### src/rtl/mult_seq_display.sv
// mult_seq_display: shift-add sequential multiplier with a multiplexed hex display of the last product.
module mult_seq_display #(
  parameter int WIDTH       = 4,
  parameter int REFRESH_DIV = 25000
) (
  input  logic                          clk,
  input  logic                          rst,
  input  logic                          start,
  input  logic [WIDTH-1:0]              a,
  input  logic [WIDTH-1:0]              b,
  input  logic                          blank_lz,
  output logic                          busy,
  output logic                          done,
  output logic [2*WIDTH-1:0]            product,
  output logic [6:0]                    segments,
  output logic [(2*WIDTH+3)/4-1:0]      anodes
);
  localparam int NDIG = (2*WIDTH+3)/4;
  localparam int PW   = 2*WIDTH;
  localparam int DW   = 4*NDIG;
  localparam int CW   = $clog2(WIDTH+1);
  localparam int RW   = $clog2(REFRESH_DIV);
  localparam int IW   = NDIG > 1 ? $clog2(NDIG) : 1;

  typedef enum logic [1:0] {IDLE, RUN, DONE} state_t;
  state_t state, state_nxt;

  logic [PW-1:0]    acc, mcand;
  logic [WIDTH-1:0] mplier;
  logic [CW-1:0]    cnt;
  logic [RW-1:0]    rcnt;
  logic [IW-1:0]    idx;
  logic [DW-1:0]    pp, upper;
  logic [6:0]       glyph;
  logic             blank;

  always_ff @(posedge clk)
    if (!rst) state <= IDLE;
    else      state <= state_nxt;

  always_comb
    state_nxt = (state == IDLE) ? (start ? RUN : IDLE) :
                (state == RUN)  ? (cnt == CW'(1) ? DONE : RUN) : IDLE;

  assign busy = state != IDLE;

  always_ff @(posedge clk)
    if (!rst) begin
      acc     <= '0;
      mcand   <= '0;
      mplier  <= '0;
      cnt     <= '0;
      product <= '0;
      done    <= 1'b0;
    end else begin
      done <= state == DONE;
      if (state == IDLE && start) begin
        mcand  <= PW'(a);
        mplier <= b;
        acc    <= '0;
        cnt    <= CW'(WIDTH);
      end else if (state == RUN) begin
        acc    <= mplier[0] ? acc + mcand : acc;
        mcand  <= mcand << 1;
        mplier <= mplier >> 1;
        cnt    <= cnt - CW'(1);
      end
      if (state == DONE) product <= acc;
    end

  always_ff @(posedge clk)
    if (!rst) begin
      rcnt <= '0;
      idx  <= '0;
    end else if (rcnt == RW'(REFRESH_DIV-1)) begin
      rcnt <= '0;
      idx  <= (idx == IW'(NDIG-1)) ? '0 : idx + IW'(1);
    end else begin
      rcnt <= rcnt + RW'(1);
    end

  // upper holds the current digit and everything above it, so it doubles as the leading-zero test
  assign pp    = DW'(product);
  assign upper = pp >> {idx, 2'b00};
  assign blank = blank_lz && idx != '0 && upper == '0;

  always_comb begin
    glyph = 7'b1111111;
    case (upper[3:0])
      4'h0: glyph = 7'b1000000;
      4'h1: glyph = 7'b1111001;
      4'h2: glyph = 7'b0100100;
      4'h3: glyph = 7'b0110000;
      4'h4: glyph = 7'b0011001;
      4'h5: glyph = 7'b0010010;
      4'h6: glyph = 7'b0000010;
      4'h7: glyph = 7'b1111000;
      4'h8: glyph = 7'b0000000;
      4'h9: glyph = 7'b0010000;
      4'hA: glyph = 7'b0001000;
      4'hB: glyph = 7'b0000011;
      4'hC: glyph = 7'b1000110;
      4'hD: glyph = 7'b0100001;
      4'hE: glyph = 7'b0000110;
      4'hF: glyph = 7'b0001110;
      default: glyph = 7'b1111111;
    endcase
  end

  assign segments = blank ? 7'b1111111 : glyph;
  assign anodes   = ~(NDIG'(1) << idx);
endmodule
### config.mk
export PLATFORM = sky130hd
export DESIGN_NAME = mult_seq_display
export DESIGN_NICKNAME = d
export VERILOG_FILES = /design/src/rtl/mult_seq_display.sv
export SDC_FILE = /design/constraint.sdc
export NUM_CORES = 1
export LEC_CHECK = 0
export BUFFER_PORTS_ARGS = -buffer_cell sky130_fd_sc_hd__buf_4
export CORE_ASPECT_RATIO = 1.75
export CORE_UTILIZATION = 55
export CTS_CLUSTER_SIZE = 14
export DETAILED_ROUTE_END_ITERATION = 7
export GPL_TIMING_DRIVEN = 0
export PLACE_DENSITY_LB_ADDON = 0.12
export SLEW_MARGIN = 20
export SYNTH_ARGS = -nofsm -noshare
export SYNTH_HDL_FRONTEND = slang
export SYNTH_SLANG_ARGS = --single-unit
### constraint.sdc
create_clock -name clk -period 2.3 [get_ports clk]
set_input_delay 0.575 -clock clk [delete_from_list [all_inputs] [get_ports clk]]
set_output_delay 0.575 -clock clk [all_outputs]
set_load 0.01 [all_outputs]
==> results of run 1 <==
## power by group through the flow
stage	logic (mW)	registers [mW]	clock network [mW]
5_1_grt	0.164	0.909	0.566
4_1_cts	0.148	0.905	0.532
3_5_place_dp	0.147	0.925	0
6_report	0.145	0.905	0.527
2_1_floorplan	0.101	0.921	0
3_3_place_gp	0.144	0.924	0
## what timing repair did
item                                    CTS  global route
endpoints found under the setup margin    7             7
buffers inserted                         11             3
pin swaps                                 3             2
resized for setup                        25             6
## final cells by class
type,instances,area share (%)
inverter,11,1.42
buffer,12,2.49
multi-input combinational,236,49.9
sequential,50,30.7
clock buffer,5,2.11
tap,52,1.99
timing repair buffer,44,10.7
clock inverter,3,0.728
## final timing paths
path,from,endpoint,depth (start not counted)
max,idx$_SDFFE_PN0N_,segments[4],8
min,rcnt[0]$_SDFF_PP0_,rcnt[0]$_SDFF_PP0_,1
max reg2reg,mcand[0]$_SDFFE_PN0P_,acc[6]$_SDFFE_PP0P_,8
min reg2reg,rcnt[0]$_SDFF_PP0_,rcnt[0]$_SDFF_PP0_,1
## layer usage
layer	vias up	track usage, %	part of all wire (%)
met3	8	3.72	2.6
met5	-	0	0
met2	50	46.6	57
li1	1174	-	-
met1	1082	23.4	39
met4	0	8.97	1.6
## state kept, by name, indices dropped and copies added, names as in the netlist
name / count
acc: 8
state: 2
done: 1
product: 8
mcand: 8
cnt: 3
idx: 1
mplier: 4
rcnt: 15
## critical path: stages (launching register included)
cell and delay, ns:
dfxtp_2 0.34, buf_6 0.14, mux2_4 0.36, inv_6 0.10, ha_4 0.14, nor2b_4 0.16
a21oi_2 0.04, o221ai_1 0.18, buf_4 0.15
## per-stage QoR
step / total power [mW] / area (µm²)
after floorplan: 1.02 / 2660
after global placement: 1.07 / 2950
after detailed placement: 1.07 / 2950
after CTS: 1.58 / 3220
after global routing: 1.64 / 3270
final: 1.58 / 3270
## placed cells by master (no fill, tap or decap), drive strengths merged, types with 3 or more instances in the layout
| cell type | synthesis | final |
|---|---|---|
| nand2 | 56 | 56 |
| buf | 8 | 52 |
| dfxtp | 50 | 50 |
| nor2 | 25 | 25 |
| a21boi | 17 | 17 |
| ha | 17 | 17 |
| nand3 | 16 | 16 |
| a21oi | 14 | 14 |
| inv | 11 | 12 |
| xnor2 | 9 | 9 |
| clkbuf | 4 | 9 |
| xor2 | 8 | 8 |
| nor3 | 7 | 7 |
| a22oi | 6 | 6 |
| and2 | 6 | 6 |
| o21a | 4 | 4 |
| mux2i | 4 | 4 |
| o21ai | 4 | 4 |
| o311ai | 3 | 3 |
| and3 | 3 | 3 |
| and2b | 3 | 3 |
| a211oi | 3 | 3 |
| o221ai | 3 | 3 |
## cell families after synthesis
family	Yosys count	share of synthesized area, %
buffers and inverters	23	4.61
AOI/OAI and AO/OA	63	16.5
muxes	6	2.82
and+or+nand+nor	132	24.1
adders and majority gates	18	8.76
DFF	50	37.7
xor gates and xnor gates	17	5.60
==> run_results.csv, run 1 <==
group,metric,value,unit
yosys,synth_cells,309,
finish,syn_to_final_growth,22.9,%
finish,fin_cells,413,
sta,setup_violations,7,
yosys,ys_warn_count,0,
clock_tree,cts_tree,"yes",
floorplanning,die_h,94.0,µm
clock_tree,clkSlewWorstSetupHoldPaths,0.10,ns
sta,worstMarginPinSlew,0.446,ns
critical_path,required,1.73,ns
power_and_ir_drop,internal_power,1.17,mW
global_route,grt_overflow,0,
critical_path,r2r_slack,0.29,ns
sta,whs,0.464,ns
placement,dpl_worst_slack,-0.297,ns
placement,io_buffers,30,
yosys,synth_common_cells,"nand2_1 (55), dfxtp_1 (50), nor2_1 (24)",
placement,dp_cells,391,
sta,setup_tns,-0.901,ns
routing,firstDrtPassIters,4,
yosys,yosys.area.top_type,"dfxtp_1",
power_and_ir_drop,ir_drop,450,µV
clock_tree,htreeDepth,2,
routing,wirelength,5670,µm
power_and_ir_drop,seqPwrFrac,57.4,%
routing,detail-route-antenna-nets,0,
sta,drv_slew,0,
yosys,yosysSeqAreaShare,37.7,%
floorplanning,rows,33,
routing,drt_iter0_drc,62,
global_route,grt_max_degree,18,
run_status,outcome,"complete, but fails checks",
floorplanning,ios,31,
critical_path,cp_data_arrival_time,1.89,ns
yosys,synthTopCellsByArea,"dfxtp_1 (38%), ha_1 (8.0%), nand2_1 (7.8%)",
floorplanning,coreArea,0.00467,mm²
finish,drive_above_1_share,23.8,%
yosys,syn-num-nets,339,
power_and_ir_drop,leakage,1.28,nW
clock_tree,cts_hold_buf,0,
sta,hold_violations,0,
global_route,grt_usage,24.1,%
global_route,antenna_found_initial,0,
power_and_ir_drop,power_density,483,mW/mm²
power_and_ir_drop,clkPwrFrac,33.4,%
yosys,async_flop_share,0,%
yosys,synth_edf_count,0,
yosys,synth.ff_latch_count,50,
routing,wl_per_cell,13.7,µm
sta,fin_worst_skew,0.0150,ns
yosys,synth-main-ff-cell,"dfxtp_1",
sta,fin_ws,-0.165,ns
placement,place_congestion,0.886,
sta,slew_headroom,70.3,%
placement,post-dp-hpwl,4070,µm
run_status,violations,"negative setup slack",
global_route,grt_pass1_vias,2166,
power_and_ir_drop,combPwrFrac,9.2,%
finish,regArea,0.00100,mm²
sta,fmax,0.406,GHz
global_route,grt_pass1_wl,9170,µm
critical_path,start_kind,"flop",
yosys,synth.distinct_cells,52,
critical_path,critPathMaxFanout,5,
finish,multi_input_area,0.00163,mm²
floorplanning,die_w,54.5,µm
sta,final_min_period_over_clock_period,107,%
yosys,yosysMostFrequentCell,"nand2_1",
finish,fillers,363,
floorplanning,initial_core_util,57.0,%
clock_tree,cts_made_buffers,5,
routing,vias,2314,
clock_tree,clkLatencyLatePin,0.30,ns
finish,final_core_util,70.0,%
clock_tree,root_buffer,"clkbuf_8",
power_and_ir_drop,swShare,25.7,%
hold_path,hp-class,"flop to flop",
critical_path,crit_type,"flop to primary output",
routing,viasPerCell,5.60,
power_and_ir_drop,switchingPower,405,µW
finish,n_antenna_cell,0,
yosys,synthesis.area,0.00266,mm²
clock_tree,clock_path_buffers,2,
floorplanning,die_area,0.00512,mm²
yosys,syn_avg_cell_area,8.60,µm²
run,maxCapViolations,0,
sta,min_period,2.47,ns
finish,finalNetCount,390,
routing,drc_errors,0,
clock_tree,cts.sinks,50,
critical_path,critPathCaptureType,"primary output",
sta,rsz0062_at_grt,"true",
yosys,synth_top_area_share,37.7,%
No activity file was read; power rests on OpenSTA's default activity.
==> run 2, diff against run 1 <==
--- a/config.mk
+++ b/config.mk
@@ -6,8 +6,10 @@
 export NUM_CORES = 1
 export LEC_CHECK = 0
 export BUFFER_PORTS_ARGS = -buffer_cell sky130_fd_sc_hd__buf_4
+export CELL_PAD_IN_SITES_DETAIL_PLACEMENT = 0
+export CELL_PAD_IN_SITES_GLOBAL_PLACEMENT = 1
 export CORE_ASPECT_RATIO = 1.75
-export CORE_UTILIZATION = 55
+export CORE_UTILIZATION = 44
 export CTS_CLUSTER_SIZE = 14
 export DETAILED_ROUTE_END_ITERATION = 7
 export GPL_TIMING_DRIVEN = 0
==> run 2 against run 1 <==
The flow still finishes with violations (negative setup slack). Critical path depth decreased by 1. Final area increased by 1.1%. Sequential cell count unchanged. Utilization decreased by 13 points. First-iteration DRC count increased by 110%. Routed wire length increased by 4.3%. Count of clock-buffer cells in the layout unchanged. Register-to-register slack got worse by 0.04 ns. Combinational power about the same. Clock skew decreased by 0.0074 ns. Sequential power about the same.
==> run_results.csv, run 2 (synthesized netlist as in run 1, its figures left out) <==
group,metric,value,unit
run_status,outcome,"complete, but fails checks",
routing,detail-route-antenna-nets,0,
clock_tree,clkSlewWorstSetupHoldPaths,0.10,ns
finish,fin_area,0.00330,mm²
sta,slew_headroom,65.7,%
clock_tree,cts_made_buffers,5,
sta,fin_worst_skew,0.00755,ns
finish,final_cell_mix,"nand2_1 (55), dfxtp_1 (49), buf_4 (42)",
floorplanning,ios,31,
critical_path,start_kind,"flop",
sta,drv_slew,0,
floorplanning,coreArea,0.00583,mm²
clock_tree,htreeDepth,2,
routing,viasPerCell,5.10,
critical_path,critPathMaxFanout,4,
routing,firstDrtPassIters,4,
hold_path,hp-class,"flop to flop",
sta,worstMarginPinSlew,0.515,ns
finish,fillers,572,
placement,io_buffers,30,
sta,setup_violations,7,
critical_path,required,1.73,ns
routing,wirelength,5920,µm
global_route,grt_usage,19.9,%
finish,regMostFlops,"rcnt",
critical_path,cp_data_arrival_time,1.86,ns
finish,n_antenna_cell,0,
run,maxCapViolations,0,
critical_path,rr_worst_depth,8,
finish,multi_input_area,0.00164,mm²
sta,hold_violations,0,
routing,vias,2232,
sta,setup_tns,-0.828,ns
clock_tree,root_buffer,"clkbuf_8",
clock_tree,cts_tree,"yes",
critical_path,critPathCaptureType,"primary output",
hold_path,worstHoldPathCells,1,
sta,rsz0062_at_grt,"true",
finish,syn_to_final_growth,24.3,%
finish,largest_reg_flops,15,
sta,min_period,2.44,ns
clock_tree,clock_path_buffers,2,
power_and_ir_drop,leakage,1.29,nW
floorplanning,die_h,105,µm
sta,fin_ws,-0.136,ns
global_route,grt_pass1_wl,9530,µm
placement,place_congestion,0.816,
finish,drive_above_1_share,23.1,%
finish,fin_cells,438,
floorplanning,die_area,0.00637,mm²
finish,finalNetCount,389,
floorplanning,rows,37,
critical_path,crit_type,"flop to primary output",
routing,wl_per_cell,13.5,µm
placement,dp_cells,417,
routing,drc_errors,0,
global_route,grt_overflow,0,
power_and_ir_drop,ir_drop,337,µV
sta,final_min_period_over_clock_period,106,%
global_route,grt_max_degree,19,
floorplanning,die_w,60.8,µm
run_status,violations,"negative setup slack",
global_route,grt_pass1_vias,2088,
sta,fmax,0.411,GHz
power_and_ir_drop,power_density,482,mW/mm²
clock_tree,cts_hold_buf,0,
finish,final_core_util,56.6,%
finish,layout_commonest_cell,"nand2_1",
clock_tree,cts.sinks,50,
placement,place_area,0.00298,mm²
routing,drt_iter0_drc,133,
clock_tree,clkLatencyLatePin,0.31,ns
global_route,antenna_found_initial,0,
finish,regArea,0.00100,mm²
floorplanning,initial_core_util,45.6,%
placement,post-dp-hpwl,4350,µm
==> run 2: changes by cell type in the layout (fill, tap and decap cells not counted), sizes merged <==
cell,change
buf,-1
clkinv,+1
clkinvlp,-2
inv,+1
==> run 2: per-stage QoR <==
stage / hold WS (ns) / total power, mW / setup slack [ns]
after CTS: 0.473 / 1.62 / -0.168
after global routing: 0.493 / 1.67 / -0.224
after floorplan: 0.418 / 1.02 / 0.0441
final: 0.465 / 1.59 / -0.136
after detailed placement: 0.449 / 1.07 / -0.355
after global placement: 0.436 / 1.07 / -0.352
==> run 2: routing by layer <==
metal  routed length, µm  track usage [%]
met1                2320             19.8
met4                  74             5.84
met5                   0                0
met3                  99             2.60
met2                3430             39.2
==> run 2: report_power, final <==
part | total, mW | internal, mW | switching [mW]
logic | 0.147 | 0.0655 | 0.0811
registers | 0.904 | 0.887 | 0.0173
clock network | 0.542 | 0.224 | 0.318
total | 1.59 | 1.18 | 0.416
==> run 2: final timing paths <==
path,to,slack [ns],from
worst min register to register,rcnt[0]$_SDFF_PP0_,0.46,rcnt[0]$_SDFF_PP0_
worst max register to register,acc[6]$_SDFFE_PP0P_,0.25,mcand[0]$_SDFFE_PN0P_
worst min-delay path,rcnt[0]$_SDFF_PP0_,0.46,rcnt[0]$_SDFF_PP0_
worst max-delay path,segments[4],-0.14,idx$_SDFFE_PN0N_
==> run 2: layout make-up <==
cell class	instances	share of cell area, %
multi-input combinational	236	49.5
clock buffer	5	2.08
buffer	11	2.23
timing repair buffer	44	10.7
sequential	50	30.4
clock inverter	3	0.795
inverter	11	1.33
tap	78	2.95
==> run 2: what timing repair did <==
item | CTS | global route
endpoints found under the setup margin | 7 | 7
endpoints found under the hold margin | 0 | 0
setup buffers | 13 | 1
gates resized for setup | 21 | 8
pin swaps | 5 | 4
==> run 2: worst max-delay path, cell delays in order (launching register included) <==
cell and delay, ns:
dfxtp_4 0.40, mux2_4 0.33, inv_4 0.11, ha_4 0.15, nor2b_4 0.16, a21oi_2 0.04, o221ai_1 0.19, buf_4 0.16
